<file path="src/rtl/exp_pkg.sv">
// Shared constants for the exp_process datapath and the arbiter that feeds it.
package exp_pkg;

    localparam int EXP_Q_W       = 8;
    localparam int EXP_R_W       = 26;
    localparam int EXP_QO_W      = 9;
    localparam int EXP_PIPE_LAT  = 25;
    localparam int EXP_RES_DEPTH = 4;
    localparam int EXP_ENTRY_W   = EXP_QO_W + EXP_R_W;

    // Width of a requester index; never zero, even for a single requester.
    function automatic int exp_id_w(input int n);
        return (n > 1) ? $clog2(n) : 1;
    endfunction

endpackage

</file>
<file path="src/rtl/exp_res_fifo.sv">
// Per-requester result FIFO: power-of-two depth, show-ahead head, async active-high reset.
module exp_res_fifo #(
    parameter int DEPTH = 4,
    parameter int WIDTH = 35
) (
    input  logic             clk,
    input  logic             rst,
    input  logic             push_i,
    input  logic [WIDTH-1:0] data_i,
    input  logic             pop_i,
    output logic [WIDTH-1:0] data_o,
    output logic             valid_o
);

    localparam int PTR_W = $clog2(DEPTH);
    localparam int CNT_W = PTR_W + 1;

    logic [WIDTH-1:0] mem_q [DEPTH];
    logic [PTR_W-1:0] wr_ptr_q, rd_ptr_q;
    logic [CNT_W-1:0] count_q;
    logic             pop_ok;

    assign pop_ok  = pop_i && (count_q != '0);
    assign valid_o = (count_q != '0);
    assign data_o  = mem_q[rd_ptr_q];

    always_ff @(posedge clk or posedge rst) begin
        if (rst) begin
            wr_ptr_q <= '0;
            rd_ptr_q <= '0;
            count_q  <= '0;
        end else begin
            if (push_i) wr_ptr_q <= wr_ptr_q + 1'b1;
            if (pop_ok) rd_ptr_q <= rd_ptr_q + 1'b1;
            unique case ({push_i, pop_ok})
                2'b10:   count_q <= count_q + 1'b1;
                2'b01:   count_q <= count_q - 1'b1;
                default: count_q <= count_q;
            endcase
        end
    end

    // NOTE: storage is deliberately not reset; the pointers and count alone define what is valid.
    always_ff @(posedge clk) begin
        if (push_i) mem_q[wr_ptr_q] <= data_i;
    end

    a_no_overflow : assert property (@(posedge clk) disable iff (rst)
        !(push_i && count_q == CNT_W'(DEPTH)));

endmodule

</file>
<file path="src/rtl/exp_pipe_arbiter.sv">
// Round-robin, credit-based sharing of one fixed-latency exp_process pipeline among NUM_REQ requesters.
// Define EXP_ARB_PERF_EN to add the perf_grants / perf_blocked counter outputs.
module exp_pipe_arbiter
    import exp_pkg::*;
#(
    parameter int NUM_REQ   = 4,
    parameter int PIPE_LAT  = EXP_PIPE_LAT,
    parameter int RES_DEPTH = EXP_RES_DEPTH
) (
    input  logic                          clk,
    input  logic                          rst,
    input  logic [NUM_REQ-1:0]            req_valid,
    output logic [NUM_REQ-1:0]            req_ready,
    input  logic [NUM_REQ*EXP_Q_W-1:0]    req_q,
    input  logic [NUM_REQ*EXP_R_W-1:0]    req_r,
    output logic [EXP_Q_W-1:0]            exp_q,
    output logic [EXP_R_W-1:0]            exp_r,
    input  logic [EXP_QO_W-1:0]           exp_q_o,
    input  logic [EXP_R_W-1:0]            exp_rpart,
    output logic [NUM_REQ-1:0]            res_valid,
    input  logic [NUM_REQ-1:0]            res_ready,
    output logic [NUM_REQ*EXP_QO_W-1:0]   res_q,
    output logic [NUM_REQ*EXP_R_W-1:0]    res_rpart,
    output logic                          busy
`ifdef EXP_ARB_PERF_EN
    ,
    output logic [NUM_REQ*32-1:0]         perf_grants,
    output logic [NUM_REQ*32-1:0]         perf_blocked
`endif
);

    localparam int ID_W = exp_id_w(NUM_REQ);
    localparam int CR_W = $clog2(RES_DEPTH) + 1;

    logic [ID_W-1:0]     rr_ptr_q, rr_ptr_d;
    logic [CR_W-1:0]     credit_q [NUM_REQ];
    logic [CR_W-1:0]     credit_d [NUM_REQ];
    logic [PIPE_LAT-1:0] tag_vld_q;
    logic [ID_W-1:0]     tag_id_q [PIPE_LAT];
    logic                grant_any;
    logic [ID_W-1:0]     grant_id;
    int                  scan_idx;
    logic [NUM_REQ-1:0]  res_pop, fifo_push;

    // NOTE: combinational blocks use blocking '=' with a default first, so no latch can be inferred.
    always_comb begin
        grant_any = 1'b0;
        grant_id  = '0;
        scan_idx  = 0;
        for (int k = 0; k < NUM_REQ; k++) begin
            scan_idx = int'(rr_ptr_q) + k;
            if (scan_idx >= NUM_REQ) scan_idx = scan_idx - NUM_REQ;
            // Reset suppresses grants so req_ready and exp_q/exp_r read zero while rst is high.
            if (!rst && !grant_any && req_valid[scan_idx] && credit_q[scan_idx] != '0) begin
                grant_any = 1'b1;
                grant_id  = ID_W'(scan_idx);
            end
        end
    end

    always_comb begin
        req_ready = '0;
        exp_q     = '0;
        exp_r     = '0;
        if (grant_any) begin
            req_ready[grant_id] = 1'b1;
            exp_q = req_q[int'(grant_id)*EXP_Q_W +: EXP_Q_W];
            exp_r = req_r[int'(grant_id)*EXP_R_W +: EXP_R_W];
        end
    end

    assign rr_ptr_d = !grant_any                       ? rr_ptr_q :
                      (grant_id == ID_W'(NUM_REQ - 1)) ? '0 : grant_id + 1'b1;
    assign res_pop  = res_valid & res_ready;

    // A grant consumes a FIFO slot in advance; a pop returns it. Both at once cancel.
    always_comb begin
        for (int i = 0; i < NUM_REQ; i++) begin
            credit_d[i] = credit_q[i];
            if (req_ready[i] && !res_pop[i])      credit_d[i] = credit_q[i] - 1'b1;
            else if (res_pop[i] && !req_ready[i]) credit_d[i] = credit_q[i] + 1'b1;
        end
    end

    // NOTE: all sequential state uses non-blocking '<=' so every register samples pre-edge values.
    always_ff @(posedge clk or posedge rst) begin
        if (rst) begin
            rr_ptr_q  <= '0;
            tag_vld_q <= '0;
            for (int i = 0; i < NUM_REQ; i++) credit_q[i] <= CR_W'(RES_DEPTH);
        end else begin
            rr_ptr_q  <= rr_ptr_d;
            tag_vld_q <= {tag_vld_q[PIPE_LAT-2:0], grant_any};
            credit_q  <= credit_d;
        end
    end

    // Tag ids are qualified by tag_vld_q, so they need no reset.
    always_ff @(posedge clk) begin
        tag_id_q[0] <= grant_id;
        for (int s = 1; s < PIPE_LAT; s++) tag_id_q[s] <= tag_id_q[s-1];
    end

    always_comb begin
        for (int i = 0; i < NUM_REQ; i++)
            fifo_push[i] = tag_vld_q[PIPE_LAT-1] && (tag_id_q[PIPE_LAT-1] == ID_W'(i));
    end

    for (genvar g = 0; g < NUM_REQ; g++) begin : g_fifo
        logic [EXP_ENTRY_W-1:0] head;

        exp_res_fifo #(
            .DEPTH (RES_DEPTH),
            .WIDTH (EXP_ENTRY_W)
        ) u_fifo (
            .clk     (clk),
            .rst     (rst),
            .push_i  (fifo_push[g]),
            .data_i  ({exp_q_o, exp_rpart}),
            .pop_i   (res_ready[g]),
            .data_o  (head),
            .valid_o (res_valid[g])
        );

        assign res_q[g*EXP_QO_W +: EXP_QO_W]    = head[EXP_ENTRY_W-1 -: EXP_QO_W];
        assign res_rpart[g*EXP_R_W +: EXP_R_W]  = head[EXP_R_W-1:0];
    end

    assign busy = (|tag_vld_q) || (|res_valid);

`ifdef EXP_ARB_PERF_EN
    logic [31:0] perf_grants_q  [NUM_REQ];
    logic [31:0] perf_blocked_q [NUM_REQ];

    always_ff @(posedge clk or posedge rst) begin
        if (rst) begin
            for (int i = 0; i < NUM_REQ; i++) begin
                perf_grants_q[i]  <= '0;
                perf_blocked_q[i] <= '0;
            end
        end else begin
            for (int i = 0; i < NUM_REQ; i++) begin
                if (req_ready[i]) perf_grants_q[i] <= perf_grants_q[i] + 1'b1;
                if (req_valid[i] && credit_q[i] == '0) perf_blocked_q[i] <= perf_blocked_q[i] + 1'b1;
            end
        end
    end

    always_comb begin
        for (int i = 0; i < NUM_REQ; i++) begin
            perf_grants[i*32 +: 32]  = perf_grants_q[i];
            perf_blocked[i*32 +: 32] = perf_blocked_q[i];
        end
    end
`endif

endmodule

</file>
<file path="config.mk">
export PLATFORM = sky130hd
export DESIGN_NAME = exp_pipe_arbiter
export DESIGN_NICKNAME = d
export VERILOG_FILES = /design/src/rtl/exp_pkg.sv /design/src/rtl/exp_res_fifo.sv /design/src/rtl/exp_pipe_arbiter.sv
export SDC_FILE = /design/constraint.sdc
export NUM_CORES = 1
export LEC_CHECK = 0
export ABC_AREA = 1
export CELL_PAD_IN_SITES_DETAIL_PLACEMENT = 1
export CELL_PAD_IN_SITES_GLOBAL_PLACEMENT = 1
export CORE_UTILIZATION = 48
export CTS_CLUSTER_DIAMETER = 100
export DETAILED_ROUTE_END_ITERATION = 10
export GPL_TIMING_DRIVEN = 0
export PLACE_DENSITY_LB_ADDON = 0.1
export SLEW_MARGIN = 10
export SYNTH_ARGS = -nofsm -noshare
export SYNTH_HDL_FRONTEND = slang
export SYNTH_SLANG_ARGS = --single-unit
</file>
<file path="constraint.sdc">
create_clock -name clk -period 5.5 [get_ports clk]
set_input_delay 0.55 -clock clk [delete_from_list [all_inputs] [get_ports clk]]
set_output_delay 0.55 -clock clk [all_outputs]
set_load 0.01 [all_outputs]
</file>
==> results of run 1 <==
-- flip-flops by register name, summed over array words and instances (netlist names) --
register                cells
g_fifo.u_fifo.wr_ptr_q      8
g_fifo.u_fifo.mem_q       560
rr_ptr_q                    2
tag_vld_q                  25
g_fifo.u_fifo.rd_ptr_q      8
g_fifo.u_fifo.count_q      12
credit_q                   12
tag_id_q                   50
-- layer usage --
| layer | global-route usage | wire length [microns] | part of all wire | up-vias |
|---|---|---|---|---|
| met4 | 0.114 | 2730 | 0.033 | 0 |
| met3 | 0.0573 | 4980 | 0.060 | 146 |
| li1 | - | - | - | 8583 |
| met2 | 0.538 | 44100 | 0.54 | 685 |
| met5 | 0 | 0 | 0 | - |
| met1 | 0.327 | 30600 | 0.37 | 9515 |
-- path summary, 6_finish.rpt --
check / from / end / slack (ns) / cells past startpoint
min: rst / credit_q[10]$_DFFE_PP0P_ / 0.24 / 2
max: rst / req_ready[2] / 1.09 / 16
min in group clk: tag_id_q[0][0]$_DFF_P_ / tag_id_q[0][2]$_DFF_P_ / 0.32 / 0
max reg2reg: rr_ptr_q[1]$_DFFE_PP0P_ / credit_q[8]$_DFFE_PP1P_ / 1.68 / 22
min reg2reg: tag_id_q[0][0]$_DFF_P_ / tag_id_q[0][2]$_DFF_P_ / 0.32 / 0
max in group asynchronous: rst / g_fifo[1].u_fifo.rd_ptr_q[0]$_DFFE_PP0P_ / 4.65 / 3
-- where the power goes --
group,switching [W],internal (W)
registers,0.000350,0.00654
logic,0.00649,0.00424
clock network,0.00191,0.00252
-- logic make-up (layout without fill, tap and decap cells) --
kind of cell               count (synthesis)  after routing  share of synthesized area
muxes                                      1              1                   0.000420
AOI/OAI and AO/OA                        449            449                     0.0903
DFF                                      677            677                      0.726
adders and majority gates                 36             36                     0.0190
and+or+nand+nor                          762            762                      0.121
buffers and inverters                    208            709                     0.0351
xor gates and xnor gates                  24             24                    0.00783
other                                      0              1                          0
-- metrics by stage --
stage	TNS, ns	total power [W]	hold slack (ns)
3_3_place_gp	-20.59	0.0171	0.310
2_1_floorplan	0	0.0124	0.310
3_5_place_dp	0	0.0177	0.313
4_1_cts	0	0.0222	0.230
5_1_grt	0	0.0232	0.247
6_report	0	0.0221	0.243
-- cell usage in the layout (no fill, tap or decap), types with 2 or more instances in the layout --
cell type | synthesis | routed
a21oi_1 | 13 | 13
buf_12 | 3 | 10
buf_16 | 0 | 10
buf_2 | 18 | 18
buf_4 | 14 | 14
buf_6 | 5 | 5
bufinv_16 | 0 | 2
clkbuf_1 | 88 | 109
clkbuf_16 | 0 | 71
clkbuf_8 | 0 | 4
clkdlybuf4s50_1 | 0 | 363
clkinv_1 | 4 | 17
clkinv_2 | 0 | 6
clkinv_8 | 0 | 2
dfrtp_1 | 63 | 63
dfstp_2 | 4 | 4
dfxtp_1 | 50 | 50
edfxtp_1 | 560 | 560
fa_1 | 8 | 8
ha_1 | 28 | 28
inv_1 | 73 | 72
inv_2 | 2 | 2
inv_6 | 0 | 2
nand2_1 | 206 | 206
nand2_2 | 4 | 4
nand2_4 | 2 | 2
nand3_1 | 98 | 98
nand3_2 | 22 | 22
nand4_1 | 2 | 2
nor2_1 | 406 | 390
nor2_2 | 3 | 3
nor2_4 | 3 | 19
nor3_1 | 5 | 5
nor4_1 | 7 | 7
o21ai_0 | 296 | 296
o22ai_1 | 140 | 140
xnor2_1 | 16 | 16
xor2_1 | 8 | 8
-- cell usage after synthesis (4+ instances only) --
library cell    n  area share
o22ai_1       140       0.033
inv_1          73       0.010
buf_6           5      0.0021
buf_2          18      0.0034
dfstp_2         4      0.0039
edfxtp_1      560        0.63
clkinv_1        4     0.00056
dfxtp_1        50       0.037
clkbuf_1       88       0.012
dfrtp_1        63       0.059
nor4_1          7      0.0016
xor2_1          8      0.0026
nand2_1       206       0.029
nand3_2        22      0.0082
xnor2_1        16      0.0052
ha_1           28       0.013
fa_1            8      0.0060
o21ai_0       296       0.055
buf_4          14      0.0039
a21oi_1        13      0.0024
nor2_1        406       0.057
nor3_1          5     0.00093
nand3_1        98       0.018
nand2_2         4     0.00093
-- final cells by class --
| cell class | count | share of cell area |
|---|---|---|
| Sequential cell | 677 | 0.573 |
| Multi-Input combinational cell | 1272 | 0.191 |
| Timing Repair Buffer | 380 | 0.119 |
| Clock buffer | 96 | 0.0561 |
| Tap cell | 748 | 0.0275 |
| Buffer | 129 | 0.0190 |
| Inverter | 79 | 0.00878 |
| Clock inverter | 25 | 0.00555 |
| Antenna cell | 1 | 0.0000735 |
==> results.tsv, run 1 <==
stage	metric	value	unit
run_status	outcome	completed	
clock_tree	ctsHtreeMaxLevel	3	
timing	fin_skew	0.0227	ns
floorplanning	design.portCount	364	
place	dp_cells	3285	
floorplanning	std_cell_rows	86	
timing	worst_pin_slew	0.846	ns
critical_path	crit_buf_inv	7	
final_layout	finalNetCount	2824	
synthesis	synth_cells	2157	
clock_tree	cts-root-to-sink-buffers	3	
timing	setup_viol	0	
clock_tree	cts_tree	yes	
drt	drt-vias-per-instance	5.56	
floorplanning	dieArea	56900	sq um
synthesis	yosys_most_used_dff	edfxtp_1	
critical_path	worst-path-max-fanout	63	
critical_path	cpMaxStageDelayCell	clkdlybuf4s50_1	
clock_tree	root_buffer_selected_by_cts	clkbuf_16	
critical_path	crit_family	buffers and inverters	
global_route	grt.overflow.total	0	
timing	final.setup.worst_slack	1.09	ns
final_layout	post_layout_nonfiller_instances	3407	
global_route	grt_usage	0.291	
critical_path	cp.required	4.95	ns
drt	detail-route-antenna-nets	0	
synthesis	syn-num-nets	2374	
place	port_buffers	363	
synthesis	synth_edf_count	560	
pwr	vdd_ir_drop_max	602	uV
synthesis	synth.distinct_cells	36	
global_route	grt_start_max_net_pins	64	
floorplanning	floorplan.die.width	238	microns
final_layout	utilization	0.617	
synthesis	avgSynthCellArea	12.4	sq um
critical_path	worstPathCellList	clkdlybuf4s50_1, inv_4, buf_16, nand2_1, nor2_1, nand3_2, nor2_2, nand3_1, nand3_1, nand2_1, buf_2, inv_1, ha_1, inv_1, nor2_1, clkdlybuf4s50_1	
drt	detail_route.wirelength	82400	microns
critical_path	timing.setup.critical_path_class	input port to output pin	
synthesis	yosysSeqAreaShare	0.726	
clock_tree	tritoncts.num_buffers	68	
place	dp_hpwl	59100	microns
timing	fmax	227	MHz
critical_path	end_kind	output pin	
timing	final_period_minus_worst_setup_slack	4.41	ns
floorplanning	dieHeight	238	microns
place	post_dp_cell_area	31900	sq um
clock_tree	cts.reportedPaths.clkPinSlew	0.06	ns
timing	period_share	0.802	
pwr	power_density	648	nW/um^2
drt	route.vias.total	18900	
final_layout	fraction_of_final_layout_cells_with_drive_strength_greater_than_1	0.0767	
final_layout	seqCellArea	19500	sq um
floorplanning	core_area	55200	sq um
place	dp_slack	1.03	ns
synthesis	postSynth.asyncResetShare	0.0990	
global_route	grt_pass1_vias	20800	
timing	final-hold-violation-count	0	
clock_tree	number_of_hold_buffers_added_after_cts	0	
clock_tree	clkSinkCount	677	
final_layout	post-route-cell-area	34000	sq um
timing	timing.final.max_slew_violations	0	
hold_path	worst_hold_path_type	input port to asynchronous set/reset pin	
timing	relSlewSlack	0.434	
synthesis	synth.cell_area	26800	sq um
floorplanning	initial_utilization	0.486	
drt	number_of_remaining_drc_errors	0	
timing	grt_setup_unrepaired	false	
critical_path	crit_arrival	3.86	ns
final_layout	multi_input_comb_area	6520	sq um
final_layout	area_added_between_synthesis_and_finish	26.9	%
global_route	grt_antenna_before_repair	1	
drt	detailedRoute.firstPassIterationCount	5	
global_route	wire_length_of_the_first_global_routing_pass	123000	microns
synthesis	yosys_warnings	0	
clock_tree	worstSkewPairLatency	0.61	ns
drt	post_drt_wl_per_cell	24.2	microns
job	max_cap_viol_count	0	
pwr	power.leakage	12.1	nW
final_layout	total_of_fill_cells_in_the_finished_design	5521	
critical_path	critical-path-max-stage-delay	0.60	ns
critical_path	startpoint_type	input port	
clock_tree	post_cts.repair.setup_buffers	0	
synthesis	ys_seq_elements	677	
place	place.gp.congestion	0.860	
clock_tree	cts-resized-gates	0	
drt	drt_iter0_drc	894	
Power figures use the tool's default switching activity.
==> inputs of run 2 (changes only) <==
--- a/config.mk
+++ b/config.mk
@@ -8,7 +8,7 @@
 export ABC_AREA = 1
 export CELL_PAD_IN_SITES_DETAIL_PLACEMENT = 1
 export CELL_PAD_IN_SITES_GLOBAL_PLACEMENT = 1
-export CORE_UTILIZATION = 48
+export CORE_UTILIZATION = 40
 export CTS_CLUSTER_DIAMETER = 100
 export DETAILED_ROUTE_END_ITERATION = 10
 export GPL_TIMING_DRIVEN = 0
==> constraint.sdc (replaced) <==
create_clock -name clk -period 4 [get_ports clk]
set_input_delay 0.4 -clock clk [delete_from_list [all_inputs] [get_ports clk]]
set_output_delay 0.4 -clock clk [all_outputs]
set_load 0.01 [all_outputs]
==> results.tsv, run 2 (synthesis results as in run 1) <==
stage	metric	value	unit	change
drt	drt-vias-per-instance	5.28		was 5.56
drt	detail-route-antenna-nets	0		unchanged
timing	setup_viol	0		unchanged
timing	timing.final.max_slew_violations	0		unchanged
final_layout	register_with_the_most_flip_flops	g_fifo.u_fifo.mem_q		unchanged
clock_tree	cts-root-to-sink-buffers	3		unchanged
global_route	grt_antenna_before_repair	1		unchanged
drt	drt_iter0_drc	1113		was 894
clock_tree	cts_tree	yes		unchanged
timing	final-hold-violation-count	0		unchanged
floorplanning	std_cell_rows	94		was 86
clock_tree	cts.reportedPaths.clkPinSlew	0.05	ns	was 0.06 ns
clock_tree	post_cts.repair.setup_buffers	0		unchanged
clock_tree	root_buffer_selected_by_cts	clkbuf_16		unchanged
final_layout	post_layout_nonfiller_instances	3529		was 3407
place	port_buffers	363		unchanged
floorplanning	dieHeight	261	microns	was 238 microns
critical_path	end_kind	output pin		unchanged
timing	final_period_minus_worst_setup_slack	3.78	ns	
timing	worst_pin_slew	0.863	ns	was 0.846 ns
pwr	power_density	881	nW/um^2	was 648 nW/um^2
floorplanning	floorplan.die.width	261	microns	was 238 microns
timing	final.hold.worst_slack	0.130	ns	was 0.243 ns
global_route	grt_start_max_net_pins	41		was 64
final_layout	largest_reg_flops	560		unchanged
pwr	power	0.0302	W	was 0.0221 W
critical_path	worstReg2RegStart	rr_ptr_q[0]$_DFFE_PP0P_		was rr_ptr_q[1]$_DFFE_PP0P_
timing	period_share	0.944		
clock_tree	clkSinkCount	677		unchanged
job	max_cap_viol_count	0		unchanged
critical_path	cp.required	3.60	ns	was 4.95 ns
floorplanning	initial_utilization	0.406		was 0.486
drt	route.vias.total	18600		was 18900
final_layout	finalNetCount	2828		was 2824
critical_path	timing.setup.critical_path_class	register to output pin		was input port to output pin
place	dp_cells	3402		was 3285
hold_path	worst_hold_path_type	input port to asynchronous set/reset pin		unchanged
global_route	grt_pass1_vias	19700		was 20800
run_status	violations	design-rule violations		
final_layout	area_added_between_synthesis_and_finish	27.8	%	was 26.9%
clock_tree	tritoncts.num_buffers	71		was 68
final_layout	layout_common_cells	edfxtp_1 (560), nor2_1 (387), clkdlybuf4s50_1 (353)		was edfxtp_1 (560), nor2_1 (390), clkdlybuf4s50_1 (363)
timing	fin_skew	0.0185	ns	was 0.0227 ns
global_route	grt.overflow.total	0		unchanged
place	dp_hpwl	56900	microns	was 59100 microns
timing	relSlewSlack	0.423		was 0.434
final_layout	mostFrequentLayoutCell	edfxtp_1		unchanged
final_layout	fraction_of_final_layout_cells_with_drive_strength_greater_than_1	0.0808		was 0.0767
critical_path	critPathLaunch	rr_ptr_q[0]$_DFFE_PP0P_		was rst
drt	detailedRoute.firstPassIterationCount	10		was 5
pwr	vdd_ir_drop_max	484	uV	was 602 uV
final_layout	total_of_fill_cells_in_the_finished_design	6733		was 5521
final_layout	reg.largest.list	g_fifo.u_fifo.mem_q (560), tag_id_q (50), tag_vld_q (25)		unchanged
pwr	power.leakage	12.2	nW	was 12.1 nW
global_route	grt_usage	0.235		was 0.291
timing	fmax	265	MHz	
timing	grt_setup_unrepaired	false		unchanged
clock_tree	worstSkewPairLatency	0.60	ns	was 0.61 ns
drt	post_drt_wl_per_cell	22.7	microns	was 24.2 microns
drt	number_of_remaining_drc_errors	12		was 0
clock_tree	ctsHtreeMaxLevel	3		unchanged
floorplanning	core_area	66100	sq um	was 55200 sq um
floorplanning	design.portCount	364		unchanged
critical_path	startpoint_type	register		was input port
critical_path	worst-path-max-fanout	10		was 63
floorplanning	dieArea	68100	sq um	was 56900 sq um
place	place.gp.congestion	0.825		was 0.860
run_status	outcome	complete, but fails checks		was completed
critical_path	crit_arrival	3.38	ns	was 3.86 ns
final_layout	utilization	0.519		was 0.617
global_route	wire_length_of_the_first_global_routing_pass	120000	microns	was 123000 microns
drt	detail_route.wirelength	80200	microns	was 82400 microns
[run 2: final timing paths]
path | end | slack, ns | cells after the start
min in group clk | tag_id_q[0][19]$_DFF_P_ | 0.32 | 0
max in group asynchronous | credit_q[5]$_DFFE_PP1P_ | 3.37 | 3
setup reg to reg | credit_q[8]$_DFFE_PP1P_ | 0.59 | 22
hold reg to reg | tag_id_q[0][19]$_DFF_P_ | 0.32 | 0
hold / removal | rr_ptr_q[0]$_DFFE_PP0P_ | 0.13 | 2
setup / recovery | exp_r[17] | 0.22 | 17
[run 2: layer usage]
| metal | up-vias | track usage | routed length [microns] |
|---|---|---|---|
| li1 | 8589 | - | - |
| met1 | 9426 | 0.301 | 33000 |
| met2 | 507 | 0.407 | 40900 |
| met3 | 115 | 0.0413 | 4300 |
| met4 | 0 | 0.0745 | 2010 |
| met5 | - | 0 | 0 |
[run 2: area by class of cell]
cell class                 instances  area (sq um)  share of cell area
tap                              864          1080              0.0315
sequential                       677         19500               0.569
clock buffer                      98          1970              0.0576
antenna                            3          7.51            0.000219
buffer                           129           658              0.0192
timing repair buffer             381          4060               0.118
clock inverter                    26           175             0.00511
inverter                          79           300             0.00876
multi-input combinational       1272          6540               0.191
[run 2: repair_timing]
item / CTS / global route
hold buffers: 0 / 0
endpoints found under the hold margin: 0 / 0
resized for setup: 6 / 14
setup endpoints to repair: 6 / 20
[run 2: power breakdown]
part	total [W]	leakage [nW]	internal, W	switching [W]
logic	0.0146	4.93	0.00582	0.00881
clock network	0.00615	1.05	0.00352	0.00264
registers	0.00942	6.25	0.00899	0.000432
[run 2: critical path: stages, from the launching register on]
cell	delay, ns
dfrtp_1	0.40
inv_2	0.11
buf_6	0.15
nand2_1	0.08
nand3_1	0.07
nand2_1	0.06
nor2_1	0.14
nand3_2	0.16
nor2_2	0.15
nor2_2	0.07
nand2_4	0.12
buf_6	0.17
buf_6	0.17
nand3_2	0.09
nand3_1	0.08
nand2_1	0.05
nor2_1	0.11
clkdlybuf4s50_1	0.60
[run 2: through the flow]
stage / cell area (sq um) / setup WS, ns / TNS, ns
6_report: 34300 / 0.224 / 0
5_1_grt: 34300 / 0.00105 / 0
4_1_cts: 34200 / 0.00610 / 0
3_5_place_dp: 32100 / -0.127 / -0.317
3_3_place_gp: 31600 / -1.49 / -116.62
2_1_floorplan: 26800 / 0.145 / 0
